### src/rtl/ysyx_22040237_rv_pkg.sv
// ysyx_22040237_rv_pkg
//   Types and constants shared by the multi-cycle control unit and its
//   wait timer: FSM state encoding, halt cause codes, the nop used as the
//   post-reset instruction, and the wait counter width.
package ysyx_22040237_rv_pkg;

  typedef enum logic [2:0] {
    ST_IF    = 3'd0,
    ST_IWAIT = 3'd1,
    ST_EX    = 3'd2,
    ST_MEM   = 3'd3,
    ST_MWAIT = 3'd4,
    ST_WB    = 3'd5,
    ST_HALT  = 3'd6
  } state_e;

  typedef enum logic [1:0] {
    HC_EBREAK    = 2'd0,
    HC_FETCH_ERR = 2'd1,
    HC_MISALIGN  = 2'd2,
    HC_TIMEOUT   = 2'd3
  } halt_cause_e;

  // addi x0, x0, 0
  localparam logic [31:0] INST_NOP = 32'h0000_0013;

  // Wide enough for the largest allowed timeout limit (65535).
  localparam int unsigned WAIT_CNT_W = 16;

endpackage

### src/rtl/ysyx_22040237_wait_timer.sv
// ysyx_22040237_wait_timer
//   Counts consecutive cycles spent waiting on a bus handshake and flags
//   the cycle in which the count would reach the limit.
// Ports:
//   clk      rising-edge clock
//   rst_n    asynchronous active-low reset, count -> 0
//   clear    force count to 0 next cycle (takes priority over enable)
//   enable   this cycle is a wait cycle; count advances by one
//   limit    number of wait cycles allowed before expiry
//   expired  this wait cycle is the limit-th one; owner should give up
module ysyx_22040237_wait_timer
  import ysyx_22040237_rv_pkg::*;
#(
  parameter int unsigned W = WAIT_CNT_W
) (
  input  logic         clk,
  input  logic         rst_n,
  input  logic         clear,
  input  logic         enable,
  input  logic [W-1:0] limit,
  output logic         expired
);

  logic [W-1:0] count_q;
  logic [W-1:0] count_d;
  logic [W:0]   count_inc;

  // One bit wider so the compare cannot alias when count_q is all ones.
  assign count_inc = {1'b0, count_q} + {{W{1'b0}}, 1'b1};

  always_comb begin
    count_d = count_q;
    if (clear) begin
      count_d = '0;
    end else if (enable) begin
      count_d = count_inc[W-1:0];
    end
  end

  // Compare against the incremented value so expiry coincides with the
  // cycle that would bring the count up to the limit.
  assign expired = enable && !clear && (count_inc == {1'b0, limit});

  always_ff @(posedge clk or negedge rst_n) begin
    if (!rst_n) begin
      count_q <= '0;
    end else begin
      count_q <= count_d;
    end
  end

endmodule

### src/rtl/ysyx_22040237_rv_multi_cyc_ctrl.sv
// ysyx_22040237_rv_multi_cyc_ctrl
//   Multi-cycle sequencing for a simple RISC-V core: fetch, execute,
//   optional data access, writeback. Holds pc, the fetched instruction,
//   the load result and the cycle / retired-instruction counters.
// Ports:
//   clk, rst              clock, asynchronous active-low reset
//   imem_*                instruction fetch request / response
//   inst, pc              latched instruction and current pc for decode/exu
//   dec_*                 decoder flags, combinational on inst
//   exu_next_pc/pc_sel    branch/jump target and select
//   dmem_*                data request / load response
//   load_data, rf_we      writeback data and write strobe
//   halted, halt_cause    stop indication (0 ebreak, 1 fetch err,
//                         2 misaligned pc, 3 timeout)
//   cycle_cnt, instret_cnt performance counters
//
// state  | meaning
// -------+-----------------------------------------------------------
// IF     | fetch request at pc, waiting for imem_req_ready
// IWAIT  | waiting for fetch response, latch inst
// EX     | one cycle, decoder/exu settle on inst, pick the next step
// MEM    | data request, waiting for dmem_req_ready
// MWAIT  | waiting for load response, latch load_data
// WB     | one cycle, rf write strobe, pc update, retire
// HALT   | absorbing until reset
module ysyx_22040237_rv_multi_cyc_ctrl
  import ysyx_22040237_rv_pkg::*;
#(
  parameter int unsigned XLEN        = 64,
  parameter logic [63:0] RESET_PC    = 64'h8000_0000,
  parameter int unsigned TIMEOUT_CYC = 255
) (
  input  logic            clk,
  input  logic            rst,
  output logic            imem_req_valid,
  input  logic            imem_req_ready,
  output logic [XLEN-1:0] imem_addr,
  input  logic            imem_rsp_valid,
  input  logic [31:0]     imem_rsp_data,
  input  logic            imem_rsp_err,
  output logic [31:0]     inst,
  output logic [XLEN-1:0] pc,
  input  logic            dec_ebreak,
  input  logic            dec_is_load,
  input  logic            dec_is_store,
  input  logic            dec_rd_w_en,
  input  logic [XLEN-1:0] exu_next_pc,
  input  logic            exu_pc_sel,
  output logic            dmem_req_valid,
  input  logic            dmem_req_ready,
  output logic            dmem_we,
  input  logic            dmem_rsp_valid,
  input  logic [XLEN-1:0] dmem_rsp_data,
  output logic [XLEN-1:0] load_data,
  output logic            rf_we,
  output logic            halted,
  output logic [1:0]      halt_cause,
  output logic [XLEN-1:0] cycle_cnt,
  output logic [XLEN-1:0] instret_cnt
);

  localparam logic [XLEN-1:0]       RST_PC     = RESET_PC[XLEN-1:0];
  localparam logic [XLEN-1:0]       PC_STEP    = XLEN'(4);
  localparam logic [XLEN-1:0]       CNT_ONE    = XLEN'(1);
  localparam logic [WAIT_CNT_W-1:0] WAIT_LIMIT = WAIT_CNT_W'(TIMEOUT_CYC);

  state_e          state_q,       state_d;
  logic [XLEN-1:0] pc_q,          pc_d;
  logic [31:0]     inst_q,        inst_d;
  logic [XLEN-1:0] load_data_q,   load_data_d;
  halt_cause_e     halt_cause_q,  halt_cause_d;
  logic [XLEN-1:0] cycle_cnt_q,   cycle_cnt_d;
  logic [XLEN-1:0] instret_cnt_q, instret_cnt_d;

  logic            wait_en;
  logic            wait_clr;
  logic            wait_expired;
  logic [XLEN-1:0] next_pc;

  // A wait cycle is one where the current state is held by a missing
  // handshake. Any other cycle clears the timer, so every wait state is
  // entered with a zero count.
  always_comb begin
    wait_en = 1'b0;
    case (state_q)
      ST_IF:    wait_en = !imem_req_ready;
      ST_IWAIT: wait_en = !imem_rsp_valid;
      ST_MEM:   wait_en = !dmem_req_ready;
      ST_MWAIT: wait_en = !dmem_rsp_valid;
      default:  wait_en = 1'b0;
    endcase
  end

  assign wait_clr = !wait_en;

  ysyx_22040237_wait_timer #(
    .W (WAIT_CNT_W)
  ) u_wait_timer (
    .clk     (clk),
    .rst_n   (rst),
    .clear   (wait_clr),
    .enable  (wait_en),
    .limit   (WAIT_LIMIT),
    .expired (wait_expired)
  );

  assign next_pc = exu_pc_sel ? exu_next_pc : (pc_q + PC_STEP);

  always_comb begin
    state_d       = state_q;
    pc_d          = pc_q;
    inst_d        = inst_q;
    load_data_d   = load_data_q;
    halt_cause_d  = halt_cause_q;
    instret_cnt_d = instret_cnt_q;
    cycle_cnt_d   = (state_q == ST_HALT) ? cycle_cnt_q : (cycle_cnt_q + CNT_ONE);

    case (state_q)
      ST_IF: begin
        if (imem_req_ready) begin
          state_d = ST_IWAIT;
        end else if (wait_expired) begin
          state_d      = ST_HALT;
          halt_cause_d = HC_TIMEOUT;
        end
      end
      ST_IWAIT: begin
        if (imem_rsp_valid) begin
          if (imem_rsp_err) begin
            state_d      = ST_HALT;
            halt_cause_d = HC_FETCH_ERR;
          end else begin
            inst_d  = imem_rsp_data;
            state_d = ST_EX;
          end
        end else if (wait_expired) begin
          state_d      = ST_HALT;
          halt_cause_d = HC_TIMEOUT;
        end
      end
      ST_EX: begin
        if (dec_ebreak) begin
          state_d      = ST_HALT;
          halt_cause_d = HC_EBREAK;
        end else if (dec_is_load || dec_is_store) begin
          state_d = ST_MEM;
        end else begin
          state_d = ST_WB;
        end
      end
      ST_MEM: begin
        if (dmem_req_ready) begin
          state_d = dec_is_store ? ST_WB : ST_MWAIT;
        end else if (wait_expired) begin
          state_d      = ST_HALT;
          halt_cause_d = HC_TIMEOUT;
        end
      end
      ST_MWAIT: begin
        if (dmem_rsp_valid) begin
          load_data_d = dmem_rsp_data;
          state_d     = ST_WB;
        end else if (wait_expired) begin
          state_d      = ST_HALT;
          halt_cause_d = HC_TIMEOUT;
        end
      end
      ST_WB: begin
        // The instruction retires even when its target is misaligned;
        // only the pc update is suppressed.
        instret_cnt_d = instret_cnt_q + CNT_ONE;
        if (next_pc[1:0] != 2'b00) begin
          state_d      = ST_HALT;
          halt_cause_d = HC_MISALIGN;
        end else begin
          pc_d    = next_pc;
          state_d = ST_IF;
        end
      end
      ST_HALT: state_d = ST_HALT;
      default: state_d = ST_IF;
    endcase
  end

  always_ff @(posedge clk or negedge rst) begin
    if (!rst) begin
      state_q       <= ST_IF;
      pc_q          <= RST_PC;
      inst_q        <= INST_NOP;
      load_data_q   <= '0;
      halt_cause_q  <= HC_EBREAK;
      cycle_cnt_q   <= '0;
      instret_cnt_q <= '0;
    end else begin
      state_q       <= state_d;
      pc_q          <= pc_d;
      inst_q        <= inst_d;
      load_data_q   <= load_data_d;
      halt_cause_q  <= halt_cause_d;
      cycle_cnt_q   <= cycle_cnt_d;
      instret_cnt_q <= instret_cnt_d;
    end
  end

  assign imem_req_valid = (state_q == ST_IF);
  assign imem_addr      = pc_q;
  assign dmem_req_valid = (state_q == ST_MEM);
  assign dmem_we        = (state_q == ST_MEM) && dec_is_store;
  assign rf_we          = (state_q == ST_WB) && dec_rd_w_en;
  assign halted         = (state_q == ST_HALT);
  assign halt_cause     = halt_cause_q;
  assign inst           = inst_q;
  assign pc             = pc_q;
  assign load_data      = load_data_q;
  assign cycle_cnt      = cycle_cnt_q;
  assign instret_cnt    = instret_cnt_q;

endmodule

### config.mk
export PLATFORM = sky130hd
export DESIGN_NAME = ysyx_22040237_rv_multi_cyc_ctrl
export DESIGN_NICKNAME = d
export VERILOG_FILES = /design/src/rtl/ysyx_22040237_rv_pkg.sv /design/src/rtl/ysyx_22040237_wait_timer.sv /design/src/rtl/ysyx_22040237_rv_multi_cyc_ctrl.sv
export SDC_FILE = /design/constraint.sdc
export NUM_CORES = 1
export LEC_CHECK = 0
export ABC_CLOCK_PERIOD_IN_PS = 3400
export CORE_AREA = 5 5 203 205
export DETAILED_ROUTE_END_ITERATION = 10
export DIE_AREA = 0 0 208 210
export PLACE_DENSITY = 0.71
export SLEW_MARGIN = 20
export SYNTH_ARGS = -nofsm -noshare
export SYNTH_HDL_FRONTEND = slang
export SYNTH_SLANG_ARGS = --single-unit
### constraint.sdc
create_clock -name clk -period 3.4 [get_ports clk]
set_clock_uncertainty 0.15 [all_clocks]
set_input_delay 0.34 -clock clk [delete_from_list [all_inputs] [get_ports clk]]
set_output_delay 0.34 -clock clk [all_outputs]
set_load 0.01 [all_outputs]
==> results.yml <==
clock_tree:
  htreeDepth: 2
  clk_path_buf_depth: 3
  numCtsBuffers: 37
  root_buffer: "clkbuf_16"
  insertion_delay_ns: 0.53
  cts_tree: "done"
  postCtsSetupRepairBufs: 0
  clkTransAtPathRegs_ns: 0.06
  cts.sinks: 309
synth:
  seq_area_frac_synth: 0.5061
  yosysWarnings: 0
  ys.flop_type: "dfrtp_1"
  ys_seq_elements: 309
  syn_avg_cell_area_um2: 10.43
  syn_area_um2: 15290
  synth_cell_types: 67
  ys_top_cells_by_area: "dfrtp_1, mux2_2, xnor2_1"
  synth_nets: 1643
  async_flop_share: 1.000
  synth_top_area_frac: 0.4992
  syn_inst: 1466
  yosysTopAreaCell: "dfrtp_1"
  synth_edf_count: 0
power_and_ir_drop:
  power_frac_seq: 0.379
  clockPowerShare: 0.261
  ir_worst_vdd_mv: 0.4550
  p_leak_nw: 8.964
  comb_power_share: 0.359
  switching_share: 0.3231
  p_per_area_nw_per_um2: 658.1
  p_sw_w: 0.004661
  intPower_w: 0.009764
floorplan:
  die_w_um: 208
  rows: 73
  dieArea_um2: 43680
  core_area_um2: 39280
  start_util: 0.3893
  die_h_um: 210
  top_level_ports: 531
hold_path:
  min_path_type: "primary input to asynchronous set/reset pin"
sta:
  tightest_slew_ns: 0.8182
  maxSlewViolCount: 0
  finalCritPeriodShare: 0.8751
  finalCriticalPeriod_ns: 2.975
  rsz0062_at_grt: "no"
  slew_headroom: 0.4500
  setup_viol: 0
  finalHoldViolCount: 0
  fmax_mhz: 336.1
  tns_ns: 0
placed_design:
  dpl-instance-area_um2: 20760
  hpwl_um: 37820
  place_congestion: 0.8929
  port_buffers: 530
global_routing:
  grtUsageMet3: 0.06787
  grt_overflow: 0
  grt_max_degree: 89
  track_usage: 0.2206
  use_met2: 0.3702
  grt_most_used_layer: "met2"
  grt_pass1_wl_um: 77820
  globalRouteMet1Util: 0.2699
  antenna_found_initial: 6
  grt_pass1_vias: 13494
detailed_routing:
  dr.pass1.iters: 5
  via_per_inst: 5.293
  wl_per_cell_um: 20.17
  dr_total_vias: 13154
  drc: 0
  wirelength_um: 50130
  drt_iter0_drc: 850
  antenna_left: 0
critical_path:
  critical_path_arrival_ns: 2.49
  worstPathRequired_ns: 2.91
  crit_chain: "buf_4 -> and3b_1 -> and2_1 -> clkdlybuf4s50_1"
  slowest_delay_ns: 0.55
  critPathMaxFanout: 12
  cpMaxStageDelayCell: "dfrtp_1"
  endpoint_kind: "output port"
  worstSetupStartpointType: "flop"
  path_class: "flop to output port"
run_status:
  outcome: "finished clean"
finish:
  layout.nets: 2108
  multi_input_comb_area_um2: 6721
  seq_area_um2: 7737
  drive_gt1_frac: 0.1057
  post-route-cell-area_um2: 21920
  fill_cells: 3373
  syn_to_final_growth_pct: 43.36
job:
  maxCapViolCount: 0
## registers in the layout (all words and copies together) (netlist names)
signal	flops
load_data	64
cycle_cnt	64
halt_cause	2
imem_addr	64
u_wait_timer.count_q	16
inst	32
instret_cnt	64
state_q	3
## Yosys cell counts, types with 3 or more instances
cell	instances
dfrtp_1	305
nand2_1	121
mux2_2	98
nor2_1	97
nand3_1	95
xnor2_1	87
buf_4	65
a21oi_1	60
xor2_1	57
nor3_1	54
nand4_1	49
o22ai_1	46
clkbuf_1	41
and3_1	32
o21ai_0	27
inv_1	26
and4_1	22
mux2i_1	21
and2_1	17
buf_2	14
a22oi_1	8
nor4_1	8
a221o_1	7
buf_1	7
or2_2	6
a21o_1	5
a31oi_1	5
a41o_1	5
ha_1	5
nor2b_1	5
or3_1	5
a211oi_1	4
dfstp_2	4
nand2b_1	4
nor3b_1	4
nor4_2	4
or4_1	4
nor3_2	3
o31ai_1	3
or4_4	3
## path summary, 6_finish.rpt
check,startpoint,to,slack [ns],cells past startpoint
worst max-delay path,state_q[0]$_DFF_PN0_,rf_we,0.42,4
worst min-delay path,rst,cycle_cnt[59]$_DFFE_PN0N_,0.24,2
worst max register to register,state_q[1]$_DFF_PN0_,instret_cnt[63]$_DFFE_PN0P_,0.52,6
worst min register to register,cycle_cnt[63]$_DFFE_PN0N_,cycle_cnt[63]$_DFFE_PN0N_,0.33,1
max in group asynchronous,rst,inst[0]$_DFFE_PN1P_,1.85,3
min in group clk,exu_next_pc[45],imem_addr[45]$_DFFE_PN0P_,0.24,3
## through the flow
step | utilization | cells | hold WS [ns] | total power, W | setup WS [ns]
3_5_place_dp | 0.5286 | 2416 | 0.2601 | 0.01073 | 0.5115
6_report | 0.5580 | 2485 | 0.2380 | 0.01442 | 0.4248
5_1_grt | 0.5580 | 2485 | 0.2261 | 0.01520 | 0.2488
2_1_floorplan | - | 1466 | -0.1056 | 0.007804 | 1.003
3_3_place_gp | 0.5286 | 2416 | 0.2608 | 0.01063 | 0.6137
4_1_cts | 0.5579 | 2483 | 0.2052 | 0.01460 | 0.4201
## timing repair
item	4_1_cts	5_1_grt
endpoints found under the setup margin	0	0
gates resized for setup	0	0
endpoints found under the hold margin	83	0
hold buffers	1	0
## layer usage
| layer | vias to the layer above | part of all wire | wire, um |
|---|---|---|---|
| li1 | 6102 | - | - |
| met1 | 6397 | 0.39 | 19800 |
| met2 | 527 | 0.49 | 24360 |
| met3 | 120 | 0.078 | 3911 |
| met4 | 8 | 0.040 | 1993 |
| met5 | - | 0.0012 | 61 |
## kinds of logic (layout without fill, tap and decap cells)
group	Yosys count	in the layout	synth area share
flops	309	309	0.5061
fa+ha+maj	5	5	0.004092
mux	119	119	0.08593
compound gates	187	187	0.07677
xor+xnor	144	144	0.08249
other cells	0	2	0
simple gates	547	547	0.1894
buf+inv	155	647	0.05524
## power by group through the flow
stage	logic, W	registers, W	clock network [W]
2_1_floorplan	0.00216	0.00565	0
3_3_place_gp	0.00518	0.00546	0
3_5_place_dp	0.00522	0.00551	0
4_1_cts	0.00525	0.00546	0.00388
5_1_grt	0.00553	0.00562	0.00405
6_report	0.00518	0.00547	0.00377
## worst max-delay path: cells and delay by family, from the launching register on
| kind | cells | cell delay, ns |
|---|---|---|
| buf+inv | 2 | 0.78 |
| flops | 1 | 0.55 |
| simple gates | 2 | 0.62 |
## placed cells by master, fill, tap and decap left out, types with 6 or more instances in the layout
master             n
nor4_1             8
clkbuf_16         37
nand2_1          121
inv_1             26
a221o_1            7
nor2_1            97
xnor2_1           87
nand4_1           49
buf_4             18
clkdlybuf4s50_1  529
o21ai_0           27
nor3_1            52
clkbuf_1          15
and4_1            22
a22oi_1            8
mux2i_1           21
or2_2              6
a21oi_1           60
nand3_1           95
o22ai_1           46
dfrtp_1          305
and2_1            17
mux2_2            98
clkbuf_8           6
and3_1            32
xor2_1            57
## area by class of cell
cell class / instances / share of cell area
Timing Repair Buffer: 554 / 0.2535
Clock inverter: 8 / 0.003425
Multi-Input combinational cell: 1002 / 0.3067
Inverter: 27 / 0.004624
Sequential cell: 309 / 0.3530
Clock buffer: 58 / 0.04858
Antenna cell: 2 / 0.0002283
Tap cell: 525 / 0.02997
Power figures use the tool's default switching activity.
